--- src/rtl/mem_bist_ctrl.sv ---
// March C- memory BIST controller: drives a word-wide RAM window through six
// March elements, checks every read one cycle later and latches the first failure.
module mem_bist_ctrl #(
    parameter int ADDR_WIDTH = 4,
    parameter int DATA_WIDTH = 32
) (
    input  logic                  clk_i,
    input  logic                  rst_ni,
    input  logic                  start_test,
    output logic                  test_o,
    output logic                  go_nogo,
    output logic [ADDR_WIDTH-1:0] fail_addr_o,
    output logic [2:0]            fail_elem_o,
    output logic                  mem_req_o,
    output logic                  mem_we_o,
    output logic [ADDR_WIDTH-1:0] mem_addr_o,
    output logic [DATA_WIDTH-1:0] mem_wdata_o,
    input  logic [DATA_WIDTH-1:0] mem_rdata_i
);

    localparam logic [1:0] ST_ARMED = 2'd0;
    localparam logic [1:0] ST_RUN   = 2'd1;
    localparam logic [1:0] ST_DRAIN = 2'd2;
    localparam logic [1:0] ST_DONE  = 2'd3;

    localparam logic [2:0] EL_M0 = 3'd0;
    localparam logic [2:0] EL_M5 = 3'd5;

    localparam logic [ADDR_WIDTH-1:0] ADDR_ZERO = {ADDR_WIDTH{1'b0}};
    localparam logic [ADDR_WIDTH-1:0] ADDR_MAX  = {ADDR_WIDTH{1'b1}};
    localparam logic [ADDR_WIDTH-1:0] ADDR_ONE  = {{(ADDR_WIDTH-1){1'b0}}, 1'b1};
    localparam logic [DATA_WIDTH-1:0] DATA_ZERO = {DATA_WIDTH{1'b0}};

    // Element properties of March C-: M3/M4 walk downwards, M1..M4 are read-then-write.
    function automatic logic el_is_down(input logic [2:0] el);
        case (el)
            3'd3, 3'd4: el_is_down = 1'b1;
            default:    el_is_down = 1'b0;
        endcase
    endfunction

    function automatic logic el_is_pair(input logic [2:0] el);
        case (el)
            3'd1, 3'd2, 3'd3, 3'd4: el_is_pair = 1'b1;
            default:                el_is_pair = 1'b0;
        endcase
    endfunction

    function automatic logic el_read_bg(input logic [2:0] el);
        case (el)
            3'd2, 3'd4: el_read_bg = 1'b1;
            default:    el_read_bg = 1'b0;
        endcase
    endfunction

    function automatic logic el_write_bg(input logic [2:0] el);
        case (el)
            3'd1, 3'd3: el_write_bg = 1'b1;
            default:    el_write_bg = 1'b0;
        endcase
    endfunction

    function automatic logic [DATA_WIDTH-1:0] bg_word(input logic b);
        bg_word = {DATA_WIDTH{b}};
    endfunction

    logic [1:0]            state_q, state_d;
    logic [2:0]            elem_q, elem_d;
    logic                  phase_q, phase_d;
    logic                  mem_req_q, mem_req_d;
    logic                  mem_we_q, mem_we_d;
    logic [ADDR_WIDTH-1:0] mem_addr_q, mem_addr_d;
    logic [DATA_WIDTH-1:0] mem_wdata_q, mem_wdata_d;
    logic                  cmp_vld_q, cmp_vld_d;
    logic [DATA_WIDTH-1:0] cmp_exp_q, cmp_exp_d;
    logic [ADDR_WIDTH-1:0] cmp_addr_q, cmp_addr_d;
    logic [2:0]            cmp_elem_q, cmp_elem_d;
    logic                  pass_q, pass_d;
    logic [ADDR_WIDTH-1:0] fail_addr_q, fail_addr_d;
    logic [2:0]            fail_elem_q, fail_elem_d;
    logic                  test_q, test_d;

    logic                  last_addr_s;
    logic                  mismatch_s;
    logic [2:0]            elem_nxt_s;

    // Next-op sequencing, read-compare pipeline and first-failure capture.
    always_comb begin
        state_d     = state_q;
        elem_d      = elem_q;
        phase_d     = phase_q;
        mem_req_d   = mem_req_q;
        mem_we_d    = mem_we_q;
        mem_addr_d  = mem_addr_q;
        mem_wdata_d = mem_wdata_q;
        cmp_vld_d   = 1'b0;
        cmp_exp_d   = cmp_exp_q;
        cmp_addr_d  = cmp_addr_q;
        cmp_elem_d  = cmp_elem_q;
        pass_d      = pass_q;
        fail_addr_d = fail_addr_q;
        fail_elem_d = fail_elem_q;
        test_d      = test_q;

        elem_nxt_s  = elem_q + 3'd1;
        if (el_is_down(elem_q)) begin
            last_addr_s = (mem_addr_q == ADDR_ZERO);
        end else begin
            last_addr_s = (mem_addr_q == ADDR_MAX);
        end

        // Only the first mismatch is recorded; later ones leave the registers alone.
        mismatch_s = cmp_vld_q && (mem_rdata_i != cmp_exp_q);
        if (mismatch_s && pass_q) begin
            pass_d      = 1'b0;
            fail_addr_d = cmp_addr_q;
            fail_elem_d = cmp_elem_q;
        end else begin
            pass_d      = pass_q;
        end

        case (state_q)
            ST_ARMED: begin
                mem_req_d = 1'b0;
                if (!start_test) begin
                    state_d     = ST_RUN;
                    elem_d      = EL_M0;
                    phase_d     = 1'b0;
                    mem_req_d   = 1'b1;
                    mem_we_d    = 1'b1;
                    mem_addr_d  = ADDR_ZERO;
                    mem_wdata_d = DATA_ZERO;
                    pass_d      = 1'b1;
                    fail_addr_d = ADDR_ZERO;
                    fail_elem_d = 3'd0;
                end else begin
                    state_d     = ST_ARMED;
                end
            end
            ST_RUN: begin
                cmp_vld_d  = ~mem_we_q;
                cmp_exp_d  = bg_word(el_read_bg(elem_q));
                cmp_addr_d = mem_addr_q;
                cmp_elem_d = elem_q;
                if (el_is_pair(elem_q) && !phase_q) begin
                    phase_d     = 1'b1;
                    mem_we_d    = 1'b1;
                    mem_wdata_d = bg_word(el_write_bg(elem_q));
                end else if (!last_addr_s) begin
                    phase_d     = 1'b0;
                    mem_we_d    = (elem_q == EL_M0);
                    mem_wdata_d = DATA_ZERO;
                    if (el_is_down(elem_q)) begin
                        mem_addr_d = mem_addr_q - ADDR_ONE;
                    end else begin
                        mem_addr_d = mem_addr_q + ADDR_ONE;
                    end
                end else if (elem_q != EL_M5) begin
                    // Every element after M0 opens with a read.
                    elem_d      = elem_nxt_s;
                    phase_d     = 1'b0;
                    mem_we_d    = 1'b0;
                    mem_wdata_d = DATA_ZERO;
                    mem_addr_d  = el_is_down(elem_nxt_s) ? ADDR_MAX : ADDR_ZERO;
                end else begin
                    state_d     = ST_DRAIN;
                    elem_d      = EL_M0;
                    phase_d     = 1'b0;
                    mem_req_d   = 1'b0;
                    mem_we_d    = 1'b0;
                    mem_addr_d  = ADDR_ZERO;
                    mem_wdata_d = DATA_ZERO;
                end
            end
            ST_DRAIN: begin
                state_d = ST_DONE;
                test_d  = 1'b0;
            end
            ST_DONE: begin
                if (start_test) begin
                    state_d     = ST_ARMED;
                    test_d      = 1'b1;
                    pass_d      = 1'b1;
                    fail_addr_d = ADDR_ZERO;
                    fail_elem_d = 3'd0;
                end else begin
                    state_d     = ST_DONE;
                end
            end
            default: begin
                state_d     = ST_ARMED;
                mem_req_d   = 1'b0;
                mem_we_d    = 1'b0;
                mem_addr_d  = ADDR_ZERO;
                mem_wdata_d = DATA_ZERO;
                test_d      = 1'b1;
            end
        endcase
    end

    // State and output registers; reset parks the controller in ARMED at once.
    always_ff @(posedge clk_i or negedge rst_ni) begin
        if (!rst_ni) begin
            state_q     <= ST_ARMED;
            elem_q      <= 3'd0;
            phase_q     <= 1'b0;
            mem_req_q   <= 1'b0;
            mem_we_q    <= 1'b0;
            mem_addr_q  <= ADDR_ZERO;
            mem_wdata_q <= DATA_ZERO;
            cmp_vld_q   <= 1'b0;
            cmp_exp_q   <= DATA_ZERO;
            cmp_addr_q  <= ADDR_ZERO;
            cmp_elem_q  <= 3'd0;
            pass_q      <= 1'b0;
            fail_addr_q <= ADDR_ZERO;
            fail_elem_q <= 3'd0;
            test_q      <= 1'b1;
        end else begin
            state_q     <= state_d;
            elem_q      <= elem_d;
            phase_q     <= phase_d;
            mem_req_q   <= mem_req_d;
            mem_we_q    <= mem_we_d;
            mem_addr_q  <= mem_addr_d;
            mem_wdata_q <= mem_wdata_d;
            cmp_vld_q   <= cmp_vld_d;
            cmp_exp_q   <= cmp_exp_d;
            cmp_addr_q  <= cmp_addr_d;
            cmp_elem_q  <= cmp_elem_d;
            pass_q      <= pass_d;
            fail_addr_q <= fail_addr_d;
            fail_elem_q <= fail_elem_d;
            test_q      <= test_d;
        end
    end

    assign test_o      = test_q;
    assign go_nogo     = pass_q;
    assign fail_addr_o = fail_addr_q;
    assign fail_elem_o = fail_elem_q;
    assign mem_req_o   = mem_req_q;
    assign mem_we_o    = mem_we_q;
    assign mem_addr_o  = mem_addr_q;
    assign mem_wdata_o = mem_wdata_q;

endmodule

--- config.mk ---
export PLATFORM = sky130hd
export DESIGN_NAME = mem_bist_ctrl
export DESIGN_NICKNAME = d
export VERILOG_FILES = /design/src/rtl/mem_bist_ctrl.sv
export SDC_FILE = /design/constraint.sdc
export NUM_CORES = 1
export LEC_CHECK = 0
export BUFFER_PORTS_ARGS = -buffer_cell sky130_fd_sc_hd__buf_2
export CAP_MARGIN = 10
export CORE_AREA = 2 2 69 71
export DETAILED_ROUTE_END_ITERATION = 8
export DIE_AREA = 0 0 71 73
export PLACE_DENSITY = 0.8
export SLEW_MARGIN = 5
export SYNTH_ARGS = -nofsm -noshare
export SYNTH_HDL_FRONTEND = slang
export SYNTH_SLANG_ARGS = --single-unit
--- constraint.sdc ---
create_clock -name clk_i -period 5.52 [get_ports clk_i]
set_input_delay 0.276 -clock clk_i [delete_from_list [all_inputs] [get_ports clk_i]]
set_output_delay 0.276 -clock clk_i [all_outputs]
set_load 0.005 [all_outputs]
* Yosys cells after proc, flatten, opt, wreduce, memory -nomap -nowiden
Cells that the tools add are included.
** Operators by class
- Bitwise operators :: 1
- Shifts and indexed selects :: 0
- $lt $le $gt $ge :: 0
- Eq/ne operators :: 17
- $add $sub $neg :: 3
- Div/mod/pow operators :: 0
- Multiply operators :: 0
- Mux-type cells :: 62
- Reduce and logical (&&, ||, !) cells :: 20
** Operator list (count)
- $mux 32 :: 2
- $pmux 32 s2 :: 1
- $mux 4 :: 9
- $ne 32x32->1 :: 1
- $mux 1 :: 29
- $mux 3 :: 7
- $pmux 4 s2 :: 2
- $pmux 3 s2 :: 2
- $ne 2x2->1 const B :: 5
- $pmux 1 s2 :: 5
- $eq 3x2->1 const B :: 3
- $mux 2 :: 4
- $pmux 2 s4 :: 1
- $reduce_and 4->1 :: 2
- $reduce_or 2->1 :: 4
- $eq 3x3->1 const B :: 2
- $reduce_and 3->1 :: 2
- $add 4x1->4 const B :: 1
- $eq 2x2->1 const B :: 2
- $eq 4x4->1 const B :: 1
- $logic_not 4->1 :: 1
- $reduce_and 2->1 :: 2
- $reduce_bool 2->1 :: 2
- $reduce_or 4->1 :: 1
- other kinds (10) :: 12
** Word-level totals
- Output and inout bits :: 47
- Bits in read-only memories :: 0
- Bits in writable memories :: 0
- Flip-flop bits (word level) :: 62
- Bits in latches :: 0
- Memories kept :: 0

* Longest topological paths before layout
- Depth in word-level cells :: 13
- Mapped depth :: 10
- Depth with buffers taken out :: 8

* Worst setup path after synthesis
Ideal clock, no wire load.
- Path kind :: reg2reg
- Start point :: reg elem_q[0]
- End point :: reg mem_addr_q[3] (netlist: mem_addr_o[3])
- Period minus slack after synthesis :: 2.222 ns
- Stages on the path, launching flop included :: 11
- Library setup time :: 0.121 ns
- Setup slack :: 3.298 ns
- Arrival :: 2.101 ns
- Path buffers :: 2
- Cells stage by stage :: dfrtp_1 > buf_2 > and3b_1 > or2_1 > clkbuf_2 > ha_1 > a21o_1 > a21oi_1 > xor2_1 > o21ai_0 > a22o_1
** On the way
- Cells in the longest elaborated chain, start to end :: 13
- Elaborated cells between the ends (all ways) :: 32
- Those cells by class :: add/sub (1); eq/ne (8); mux (18); reduce/logical (5)
** Ends and longest elaborated chain
- from (decl) :: RTL line 68 : logic [2:0] elem_q, elem_d;
- from (signal assigned) :: RTL line 221 : elem_q <= elem_d;
- $add 3x1->3 :: RTL line 105 : elem_nxt_s = elem_q + 3'd1;
- $eq 3x2->1 / $eq 3x3->1 (equally long branches) :: RTL line 36 : case (el)
- $reduce_or 2->1 :: RTL line 36
- $mux 1 :: RTL line 36
- $mux 1 :: RTL line 158 : end else if (elem_q != EL_M5) begin
- $mux 1 :: RTL line 149 : end else if (!last_addr_s) begin
- $mux 1 :: RTL line 145 : if (el_is_pair(elem_q) && !phase_q) begin
- $mux 1 :: RTL line 122 : case (state_q)
- $mux 4 :: RTL line 164 : mem_addr_d = el_is_down(elem_nxt_s) ? ADDR_MAX : ADDR_ZERO;
- $mux 4 :: RTL line 158
- $mux 4 :: RTL line 149
- $mux 4 :: RTL line 145
- $pmux 4 s2 :: RTL line 122
- to (signal assigned) :: RTL line 225 : mem_addr_q <= mem_addr_d;
- to (decl) :: RTL line 72 : logic [ADDR_WIDTH-1:0] mem_addr_q, mem_addr_d;
Parallel ways exist; a longest one is shown, timed or not. The select of a mux whose other input is x is not followed.
A chain may end at the register's enable or synchronous reset.

* Worst setup path after layout
- Start point :: reg state_q[1]
- End point :: reg elem_q[2]
** On the way
- Cells in the longest elaborated chain, start to end :: 3
- Elaborated cells between the ends (all ways) :: 8
- Those cells by class :: eq/ne (4); mux (1); reduce/logical (3)
** Ends and longest elaborated chain
- from (decl) :: RTL line 67 : logic [1:0] state_q, state_d;
- from (signal assigned) :: RTL line 220 : state_q <= state_d;
- $eq 2x1->1 / $logic_not 2->1 (equally long branches) :: RTL line 122
- $ne 2x2->1 (no source line) / $reduce_bool 2->1 (equally long branches)
- $reduce_and 4->1 (no source line)
Parallel ways exist; a longest one is shown, timed or not.

==> impl_metrics.py <==
metrics = {
    "pwr": {
        "ir_drop_mv": 0.213,
        "fin_total_pwr_uw": 797,
        "p_per_area_mw_per_mm2": 330,
        "p_leak_uw": 0.00126,
    },
    "layout": {
        "diodes": 0,
        "nNetsFinal": 335,
        "final_cells": 347,
        "fill_cells": 407,
        "layout-drive-gt1-share_pct": 36.2,
        "area_growth_pct": 13.5,
    },
    "timing": {
        "max_freq_mhz": 428,
        "period_share_pct": 42.3,
        "max_slew_margin_pct": 54.8,
        "skew_ns": 0.00513,
        "slew_viol_final": 0,
        "whs_ns": 0.0180,
        "rsz0062_at_grt": "no",
        "setup_slack_ns": 3.19,
        "worst_slew_pin_slew_ns": 0.678,
        "hold_violations": 0,
        "fin_crit_ns": 2.33,
        "finalSetupViolations": 0,
        "tns_ns": 0,
    },
    "routing": {
        "vias": 1832,
        "dr.pass1.iters": 4,
        "viasPerCell": 5.28,
        "route.final.wire_length_um": 4310,
        "drt-met1-wl_um": 1850,
        "antenna_left": 0,
        "dr_wl_met2_um": 2070,
        "wl_met3_um": 346,
        "drt_iter0_drc": 58,
        "drc": 0,
        "routed.top_layer": "met4",
        "avgRoutedWirePerCell_um": 12.4,
    },
    "global_routing": {
        "grt_pass1_wl_um": 6880,
        "track_usage_pct": 17.0,
        "grt_overflow": 0,
        "grt_max_degree": 35,
        "grt_pass1_vias": 1616,
        "antenna_found_initial": 0,
    },
    "cts": {
        "path_clk_slew_ns": 0.07,
        "cts-root-buf": "clkbuf_8",
        "clock_sinks": 31,
        "cts_tree": "yes",
        "cts_made_buffers": 5,
        "clock_path_buffers": 2,
        "hold_buffers": 0,
        "htree_levels": 2,
        "clock_latency_ns": 0.29,
        "post-cts-setup-buffer-count": 0,
        "post_cts_resized": 0,
    },
    "critical_path": {
        "crit_path_end": "elem_q[2]$_DFFE_PN0P_",
        "r2r_end": "elem_q[2]$_DFFE_PN0P_",
        "r2r-start": "state_q[1]$_DFFE_PN0P_",
        "path_class": "register to register",
        "cp.required_ns": 5.72,
        "ff2ff_path_depth": 6,
        "cp.arrival_ns": 2.53,
        "cp-end-kind": "register",
        "start_kind": "register",
        "cp_max_fo": 20,
        "rrSetupSlack_ns": 3.19,
        "crit_start": "state_q[1]$_DFFE_PN0P_",
    },
    "die": {
        "rows": 25,
        "core-area_mm2": 0.00454,
        "start_util_pct": 46.9,
        "dieArea_mm2": 0.00518,
        "die-width_um": 71,
        "ioPinCount": 82,
        "die_y_um": 73,
    },
    "synthesis": {
        "netlist_top_cells_area": "dfrtp_1, buf_4, nand2_1",
        "yosys.area.top_type": "dfrtp_1",
        "ys_seq_area_share_pct": 36.5,
        "synthCells": 248,
        "synthesis.nets": 291,
        "synth_edf_count": 0,
        "synth-main-ff-cell": "dfrtp_1",
        "synth_cell_type_count": 43,
        "async_flop_share_pct": 100,
        "syn_avg_cell_area_um2": 8.58,
        "yosysTopAreaCellShare_pct": 35.3,
        "yosysWarnings": 0,
        "ys_ff_latch": 31,
        "netlist_area_mm2": 0.00213,
    },
    "placement": {
        "place_hpwl_um": 3260,
        "placedCellCount": 339,
        "pre_cts_ws_ns": 3.20,
        "place_congestion": 0.843,
        "port_buffers": 81,
    },
    "outcome": {
        "outcome": "finished clean",
    },
    "hold_path": {
        "hp-class": "primary input to asynchronous set/reset pin",
    },
    "run": {
        "drv_cap": 0,
    },
}
## sequential cells by signal (all words and copies together), names as in the netlist
signal,flops
cmp_addr_q,4
state_q,2
mem_we_o,1
cmp_elem_q,3
cmp_exp_q,1
elem_q,3
fail_addr_o,4
mem_req_o,1
fail_elem_o,3
mem_addr_o,4
mem_wdata_o,1
phase_q,1
test_o,1
cmp_vld_q,1
go_nogo,1
## where the power goes
| group | leakage [uW] | internal [uW] | switching [uW] |
|---|---|---|---|
| registers | 0.000415 | 261 | 31.3 |
| logic | 0.000781 | 106 | 167 |
| clock network | 0.0000612 | 146 | 86.0 |
| total | 0.00126 | 513 | 284 |
## per-stage QoR
step / cell area (um^2) / utilization (%)
3_3_place_gp: 2300 / 50.6
2_1_floorplan: 2130 / -
4_1_cts: 2410 / 53.2
6_report: 2410 / 53.2
3_5_place_dp: 2300 / 50.6
5_1_grt: 2410 / 53.2
## routing by layer
layer	up-vias	track usage, %
li1	929	-
met1	833	19.3
met2	67	30.3
met3	3	3.59
met4	0	8.60
met5	-	0
## Yosys cell counts (3+ instances only)
cell type	number
a21oi_1	8
a22o_1	3
a31o_2	6
buf_4	32
clkbuf_1	8
dfrtp_1	30
ha_1	7
inv_1	14
mux2_2	6
nand2_1	26
nand3_1	9
nand4_1	4
nor2_1	22
nor3_1	9
nor4_1	5
o21ai_0	14
o22ai_1	4
or3_1	6
or4_1	4
## cells in the final DEF, fill, tap and decap left out, types with 7 or more instances in the layout
master / instances
ha_1: 7
nand2_1: 26
inv_1: 14
nor2_1: 22
nor3_1: 9
buf_2: 81
o21ai_0: 14
a21oi_1: 8
nand3_1: 9
dfrtp_1: 30
## critical path: stages, from the launching register on
cell and delay (ns):
dfrtp_1 0.40, inv_1 0.13, ha_1 0.61, nor2_1 0.11
or3_1 0.46, or2_4 0.29, o311ai_2 0.23
## cells by family after synthesis
logic type / count (synthesis) / share of synthesized area, %
flip-flops: 31 / 36.5
AND/OR/NAND/NOR: 94 / 21.5
XOR/XNOR: 3 / 1.24
multiplexers: 6 / 3.18
buffers and inverters: 58 / 16.7
adder cells (fa/ha/maj): 8 / 5.06
AO/OA/AOI/OAI: 48 / 15.8
## layout make-up
class	instances	area, um^2	share of cell area, %
Multi-Input combinational cell	159	995	41.2
Timing Repair Buffer	81	405	16.8
Clock inverter	2	35.0	1.45
Inverter	14	52.6	2.18
Clock buffer	6	82.6	3.42
Sequential cell	31	777	32.2
Tap cell	54	67.6	2.80
## worst min-delay path by stage
stage | cells past startpoint | slack, ns | from | to
floorplan | 0 | -0.02 | rst_ni | cmp_addr_q[0]$_DFFE_PN0P_
global placement | 1 | 0.35 | rst_ni | fail_addr_o[3]$_DFF_PN0_
detailed placement | 1 | 0.36 | rst_ni | fail_addr_o[2]$_DFF_PN0_
CTS | 1 | 0.04 | rst_ni | mem_req_o$_DFFE_PN0P_
global route | 1 | 0.08 | rst_ni | fail_addr_o[2]$_DFF_PN0_
finish | 1 | 0.02 | rst_ni | fail_addr_o[2]$_DFF_PN0_
Note: power is estimated with default switching activity, not from simulation.
